`src/rtl/mips_multicycle_ctrl.sv`:
```
`default_nettype none
// ============================================================================
// Module   : mips_multicycle_ctrl
// Purpose  : Moore multi-cycle control sequencer for the single-datapath MIPS
//            core. Steps each instruction through fetch, decode, execute,
//            memory and write-back. Waits on a bounded MemReady handshake,
//            counts retired instructions, and halts on illegal opcodes or a
//            memory timeout.
// Options  : MC_BRANCH_EN - when defined, beq (opcode 4) is executed through
//            the BRANCH state; otherwise it is treated as an illegal opcode.
// Revision : 1.0 - initial release
// ============================================================================
module mips_multicycle_ctrl #(
    parameter int WAIT_MAX = 15
) (
    input  logic        CLK,
    input  logic        RESET,
    input  logic [5:0]  opcode,
    input  logic        Zero,
    input  logic        MemReady,
    output logic        PCWrite,
    output logic        PCSrc,
    output logic        IRWrite,
    output logic        RegWrite,
    output logic        RegDst,
    output logic        ALUSrc,
    output logic        MemtoReg,
    output logic        MemRead,
    output logic        MemWrite,
    output logic [1:0]  ALUOp,
    output logic [3:0]  State,
    output logic [31:0] InstrCount,
    output logic        IllegalOp,
    output logic        Timeout
);

    typedef enum logic [3:0] {
        IDLE     = 4'd0,
        FETCH    = 4'd1,
        DECODE   = 4'd2,
        EXEC_R   = 4'd3,
        WB_R     = 4'd4,
        MEM_ADDR = 4'd5,
        MEM_RD   = 4'd6,
        MEM_WR   = 4'd7,
        WB_LW    = 4'd8,
`ifdef MC_BRANCH_EN
        BRANCH   = 4'd9,
`endif
        HALT     = 4'd15
    } state_t;

    localparam logic [5:0] OP_RTYPE  = 6'd0;
    localparam logic [5:0] OP_LW     = 6'd35;
    localparam logic [5:0] OP_SW     = 6'd43;
`ifdef MC_BRANCH_EN
    localparam logic [5:0] OP_BEQ    = 6'd4;
`endif
    // Last wait count at which a missing MemReady still counts as in time.
    localparam logic [7:0] WAIT_LAST = 8'(WAIT_MAX - 1);

    state_t      state_q, state_d;
    logic [7:0]  wait_q, wait_d;
    logic [31:0] count_q, count_d;
    logic        illegal_q, illegal_d;
    logic        timeout_q, timeout_d;

`ifndef MC_BRANCH_EN
    // Zero only steers the branch state, which this build leaves out.
    logic unused_zero;
    assign unused_zero = Zero;
`endif

    // State, counters and sticky flags; active-low reset wins over everything.
    always_ff @(posedge CLK) begin
        if (!RESET) begin
            state_q   <= IDLE;
            wait_q    <= 8'd0;
            count_q   <= 32'd0;
            illegal_q <= 1'b0;
            timeout_q <= 1'b0;
        end else begin
            state_q   <= state_d;
            wait_q    <= wait_d;
            count_q   <= count_d;
            illegal_q <= illegal_d;
            timeout_q <= timeout_d;
        end
    end

    // Next-state, wait counter, retire counter and halt-flag logic.
    always_comb begin
        state_d   = state_q;
        wait_d    = wait_q;
        count_d   = count_q;
        illegal_d = illegal_q;
        timeout_d = timeout_q;
        case (state_q)
            IDLE:   state_d = FETCH;
            FETCH:  state_d = DECODE;
            DECODE: begin
                if (opcode == OP_RTYPE) begin
                    state_d = EXEC_R;
                end else if (opcode == OP_LW || opcode == OP_SW) begin
                    state_d = MEM_ADDR;
`ifdef MC_BRANCH_EN
                end else if (opcode == OP_BEQ) begin
                    state_d = BRANCH;
`endif
                end else begin
                    state_d   = HALT;
                    illegal_d = 1'b1;
                end
            end
            EXEC_R: state_d = WB_R;
            WB_R: begin
                state_d = FETCH;
                count_d = count_q + 32'd1;
            end
            MEM_ADDR: begin
                // Clearing here means the count starts at 0 on memory-state entry.
                wait_d  = 8'd0;
                state_d = (opcode == OP_LW) ? MEM_RD : MEM_WR;
            end
            MEM_RD: begin
                if (MemReady) begin
                    state_d = WB_LW;
                end else if (wait_q == WAIT_LAST) begin
                    state_d   = HALT;
                    timeout_d = 1'b1;
                end else begin
                    wait_d = wait_q + 8'd1;
                end
            end
            MEM_WR: begin
                if (MemReady) begin
                    state_d = FETCH;
                    count_d = count_q + 32'd1;
                end else if (wait_q == WAIT_LAST) begin
                    state_d   = HALT;
                    timeout_d = 1'b1;
                end else begin
                    wait_d = wait_q + 8'd1;
                end
            end
            WB_LW: begin
                state_d = FETCH;
                count_d = count_q + 32'd1;
            end
`ifdef MC_BRANCH_EN
            BRANCH: begin
                state_d = FETCH;
                count_d = count_q + 32'd1;
            end
`endif
            HALT:    state_d = HALT;
            default: state_d = HALT;
        endcase
    end

    // Moore output decode; only PCWrite in BRANCH looks at an input (Zero).
    always_comb begin
        PCWrite  = 1'b0;
        PCSrc    = 1'b0;
        IRWrite  = 1'b0;
        RegWrite = 1'b0;
        RegDst   = 1'b0;
        ALUSrc   = 1'b0;
        MemtoReg = 1'b0;
        MemRead  = 1'b0;
        MemWrite = 1'b0;
        ALUOp    = 2'b00;
        case (state_q)
            FETCH: begin
                IRWrite = 1'b1;
                PCWrite = 1'b1;
            end
            EXEC_R: ALUOp = 2'b10;
            WB_R: begin
                RegWrite = 1'b1;
                RegDst   = 1'b1;
                MemtoReg = 1'b1;
                ALUOp    = 2'b10;
            end
            MEM_ADDR: ALUSrc = 1'b1;
            MEM_RD: begin
                MemRead = 1'b1;
                ALUSrc  = 1'b1;
            end
            MEM_WR: begin
                MemWrite = 1'b1;
                ALUSrc   = 1'b1;
            end
            WB_LW: RegWrite = 1'b1;
`ifdef MC_BRANCH_EN
            BRANCH: begin
                ALUOp   = 2'b01;
                PCSrc   = 1'b1;
                PCWrite = Zero;
            end
`endif
            default: ;
        endcase
    end

    assign State      = state_q;
    assign InstrCount = count_q;
    assign IllegalOp  = illegal_q;
    assign Timeout    = timeout_q;

endmodule
`default_nettype wire

```
`config.mk`:
```
export PLATFORM = sky130hd
export DESIGN_NAME = mips_multicycle_ctrl
export DESIGN_NICKNAME = d
export VERILOG_FILES = /design/src/rtl/mips_multicycle_ctrl.sv
export SDC_FILE = /design/constraint.sdc
export NUM_CORES = 1
export LEC_CHECK = 0
export CAP_MARGIN = 20
export CORE_MARGIN = 2
export CORE_UTILIZATION = 30
export CTS_CLUSTER_SIZE = 14
export DETAILED_ROUTE_END_ITERATION = 12
export DONT_BUFFER_PORTS = 1
export PLACE_DENSITY_LB_ADDON = 0.05
export SLEW_MARGIN = 5
export SYNTH_ARGS = -nofsm -noshare
export SYNTH_HDL_FRONTEND = slang
export SYNTH_SLANG_ARGS = --single-unit
export TNS_END_PERCENT = 1
```
`constraint.sdc`:
```
create_clock -name CLK -period 3.1 [get_ports CLK]
set_input_delay 0.62 -clock CLK [delete_from_list [all_inputs] [get_ports CLK]]
set_output_delay 0.62 -clock CLK [all_outputs]
set_load 0.1 [all_outputs]
```
# Yosys cells after proc, flatten, opt, wreduce, memory -nomap -nowiden
# Index checks and enable logic that the tools add are counted.
# W data, S select, Z words.
[word_totals] register_bits=46 latchBits=0 mem_bits_rw=0 rom_bits=0 in_bits=10 output_inout_bits=49 word_cells=57 n_memories=0
[classes] n_addsub=2 mul=0 div_mod_pow=0 magnitude_cmp=0 eq_ne=14 shifts=0 mux=19 bitwise=3 n_reduce_logical=14
[op_table] op="$pmux W32 S2" n=1
[op_table] op="$add A32 B1 Y32 const B" n=1
[op_table] op="$mux W32" n=1
[op_table] op="$pmux W4 S7" n=1
[op_table] op="$mux W4" n=5
[op_table] op="$eq A4 B3 Y1 const B" n=4
[op_table] op="$mux W8" n=2
[op_table] op="$pmux W8 S2" n=1
[op_table] op="$eq A6 B6 Y1 const B" n=2
[op_table] op="$reduce_and A3 Y1" n=3
[op_table] op="$add A8 B1 Y8 const B" n=1
[op_table] op="$eq A4 B2 Y1 const B" n=2
[op_table] op="$eq A8 B4 Y1 const B" n=1
[op_table] op="$mux W1" n=7
[op_table] op="$logic_not A6 Y1" n=1
[op_table] op="$ne A2 B2 Y1 const B" n=3
[op_table] op="$reduce_or A2 Y1" n=3
[op_table] op="$reduce_or A3 Y1" n=2
[op_table] op="$eq A4 B1 Y1 const B" n=1
[op_table] op="$eq A4 B4 Y1 const B" n=1
[op_table] op="$logic_not A4 Y1" n=1
[op_table] op="$reduce_bool A2 Y1" n=2
[op_table] op="$not A1 Y1" n=3
[op_table] op="$mux W2" n=1
[op_table] op="2 further kinds" n=2

# Depth between registers and ports, before layout
[depth] word_depth=5 ltp_mapped=7 depth_no_buf=6

# Worst setup path after synthesis
# No wires, ideal clock.
[synth_timing] kind="reg-to-output" from="register state_q[0], in the netlist State[0]" to="output PCWrite" arrival_ps=4049 required_ps=2480 setup_slack_ps=-1569 stages_incl_launch_ff=5 path_cell_list="dfxtp_1 -> clkbuf_1 -> nand2b_1 -> nor3_1 -> buf_4"
[synth_between] elab_chain_cells=2
[synth_rtl] element="start, declared" line="62" text="state_t state_q, state_d;"
[synth_rtl] element="start signal, assigned" line="83" text="state_q <= state_d;"
[synth_rtl] element="$eq A4 B1 Y1"
[synth_rtl] element="$mux W1"
[synth_rtl] element="end, declared" line="21" text="output logic PCWrite,"
# No other way between the ends.

# Final worst setup path
[layout_timing] from="register state_q[2], in the netlist State[2]" to="output MemWrite"
[layout_between] elab_chain_cells=2
[layout_rtl] element="$eq A4 B3 Y1" line="173" text="case (state_q)"
[layout_rtl] element="$mux W1" line="173"
[layout_rtl] element="end, declared" line="29" text="output logic MemWrite,"
# No other way between the ends.

==> key figures <==
Outcome
  – Outcome: finished clean

Route
  – DR pass1 iterations: 4
  – 1st-iter DRT viols: 93
  – Routed via count: 2413
  – Final antenna-violating net count: 0
  – Routed WL: 6.60 mm
  – Wire length per cell: 14.7 microns
  – Drt via density: 5.37
  – Drt drc: 0

Finish
  – Diode count: 0
  – Fin nets: 357
  – Share of cells above drive strength 1: 0.186
  – Layout area overhead: 21.6%

Power
  – Pwr Total: 0.00130 W
  – PwrDens: 410 nW/um^2
  – Max VDD drop: 146 uV
  – Leak Pwr: 1.06 nW

Floorplan
  – Top Ports: 59
  – Die Area: 9420 sq um
  – Row count: 33
  – Initial Utilization: 0.313
  – Die Ht: 97.1 microns
  – Die Wd: 97.1 microns
  – Core footprint: 8300 sq um

Timing
  – Max Fclk: 403 MHz
  – Minimum clock period: 2.48 ns
  – Final Skew: 0.00671 ns
  – Post-Route Setup TNS: 0 ns
  – Final hold violations: 0
  – Unrepaired setup endpoints after global routing: no
  – Slew headroom: 0.341
  – Setup-failing EPs final: 0
  – Tcrit/Tclk final: 0.800
  – Worst Max-Slew Pin Slew: 0.987 ns
  – Final number of max-transition violations: 0

Yosys
  – Synth top cells by count: dfxtp_1 (46), nand2_1 (33), a21oi_1 (22)
  – Prevailing post-synth register cell: dfxtp_1
  – Cells after Synth: 318
  – Post-synthesis area per instance: 8.17 sq um
  – Top-count cell post-synth: dfxtp_1
  – Post-synthesis register bit count: 46
  – Synth warn: 0
  – Ranking of synthesized cells by area: dfxtp_1 (35%), mux2i_1 (5.8%), nand2_1 (4.8%)
  – Top-area cell type share of the netlist area: 0.355
  – Syn Std Cell Area: 2600 sq um
  – Synth unique cells: 51
  – Register area share after synthesis: 0.355
  – Ys async rst share: 0
  – Leading area contributor after synthesis: dfxtp_1
  – EDFF count, synth: 0

Place
  – GP Congestion: 0.693
  – Dpl hpwl: 4.53 mm
  – PortBufs: 0

Setup path
  – CP required: 2.48 ns
  – Worst Setup End Kind: output pin
  – CP max stage cell: dfxtp_1
  – Arrival @ worst endpoint: 1.86 ns
  – Worst Path Class, Setup: reg -> out
  – Critical path launch point type: flip-flop
  – CP max stage delay: 0.69 ns
  – R2r worst-path depth: 5
  – Crit-path cells: nand2_1, nor3b_4, buf_12
  – Max Fanout on Critical Path: 16

Clock network
  – Hold Buf Count CTS: 0
  – Clock transition at path regs: 0.09 ns
  – Max Root-Sink Buffers: 2
  – CTS tree: yes
  – Cts repair resizes: 0
  – Clock Latency Late Sink: 0.30 ns
  – Root Driver: clkbuf_8
  – Num CTS Buffers: 5
  – H-tree depth: 2
  – Setup bufs post-CTS: 0
  – Clock sink total: 46

GRT
  – GRT Total Usage: 0.137
  – GR Overflow Total: 0
  – Initial antenna violation count: 0
  – First-pass GRT wire length: 11.0 mm
  – Vias in the first global route: 2250
  – Largest net degree at the start of global routing: 49

Job
  – Max_cap viols: 0

Hold path
  – Hold depth: 2
  – HP Class: in -> reg
-- report_power, final --
part           internal, W  switching [W]
combinational    0.0000791       0.000222
clock             0.000156       0.000205
sequential        0.000600      0.0000342
-- cell families (layout without fill, tap and decap cells) --
| logic type | Yosys count | count (layout) | share of synthesized area |
|---|---|---|---|
| flops | 46 | 46 | 0.355 |
| compound gates | 70 | 70 | 0.180 |
| mux | 16 | 16 | 0.0621 |
| xor+xnor | 2 | 2 | 0.00674 |
| simple gates | 146 | 146 | 0.322 |
| buf+inv | 34 | 59 | 0.0588 |
| fa+ha+maj | 3 | 3 | 0.0145 |
| other cells | 1 | 2 | 0.00144 |
-- sequential cells by signal, summed over array words and instances (netlist names) --
name / count
wait_q: 8
InstrCount: 32
IllegalOp: 1
State: 4
Timeout: 1
-- metal layers --
layer | routed length, microns | GRT usage | vias to the layer above
met1 | 3340 | 0.194 | 1131
met3 | 285 | 0.0381 | 5
met5 | 0 | 0 | -
met4 | 45 | 0.0325 | 0
met2 | 2930 | 0.208 | 35
li1 | - | - | 1242
-- worst max-delay path, delay by kind of cell, from the launching register on --
family | cells | cell delay (ns)
AND/OR/NAND/NOR | 2 | 0.65
buffers and inverters | 1 | 0.20
flip-flops | 1 | 0.69
-- final timing paths --
kind / from / to / slack [ns]
worst max register to register: InstrCount[16] / InstrCount[22] / 0.82
worst max-delay path: State[2] / MemWrite / 0.62
worst min-delay path: RESET / InstrCount[26] / 0.46
worst min register to register: InstrCount[2] / InstrCount[2] / 0.51
-- area by class of cell --
| type | instances | area, sq um |
|---|---|---|
| inverters | 7 | 26.3 |
| clock buffers | 7 | 76.3 |
| well taps | 105 | 131 |
| fillers | 858 | 5140 |
| multi-input cells | 239 | 1600 |
| flip-flops and latches | 46 | 922 |
| repair buffers | 45 | 408 |
-- per-stage QoR --
step / cells / hold WS [ns] / setup slack, ns / util / instance area, sq um
6_report: 449 / 0.457 / 0.620 / 0.381 / 3160
4_1_cts: 449 / 0.428 / 0.615 / 0.381 / 3160
2_1_floorplan: 319 / 0.473 / -0.407 / - / 2630
5_1_grt: 449 / 0.426 / 0.513 / 0.381 / 3160
3_3_place_gp: 442 / 0.485 / 0.842 / 0.371 / 3080
3_5_place_dp: 442 / 0.493 / 0.854 / 0.371 / 3080
-- cells in the final DEF, fill, tap and decap left out, drive strengths merged, types with 4 or more instances in the layout --
cell type	synthesis	routed
a2111o	6	6
nand3	16	16
dfxtp	46	46
or3	7	7
or4	10	10
nand4	13	13
o31ai	9	9
o21ai	15	15
nor2	12	12
nor4	13	13
buf	11	45
mux2i	15	15
clkbuf	16	7
and3	4	4
nand2b	18	18
inv	7	7
and4	6	6
a21oi	22	22
nand2	33	33
Power figures use the tool's default switching activity.
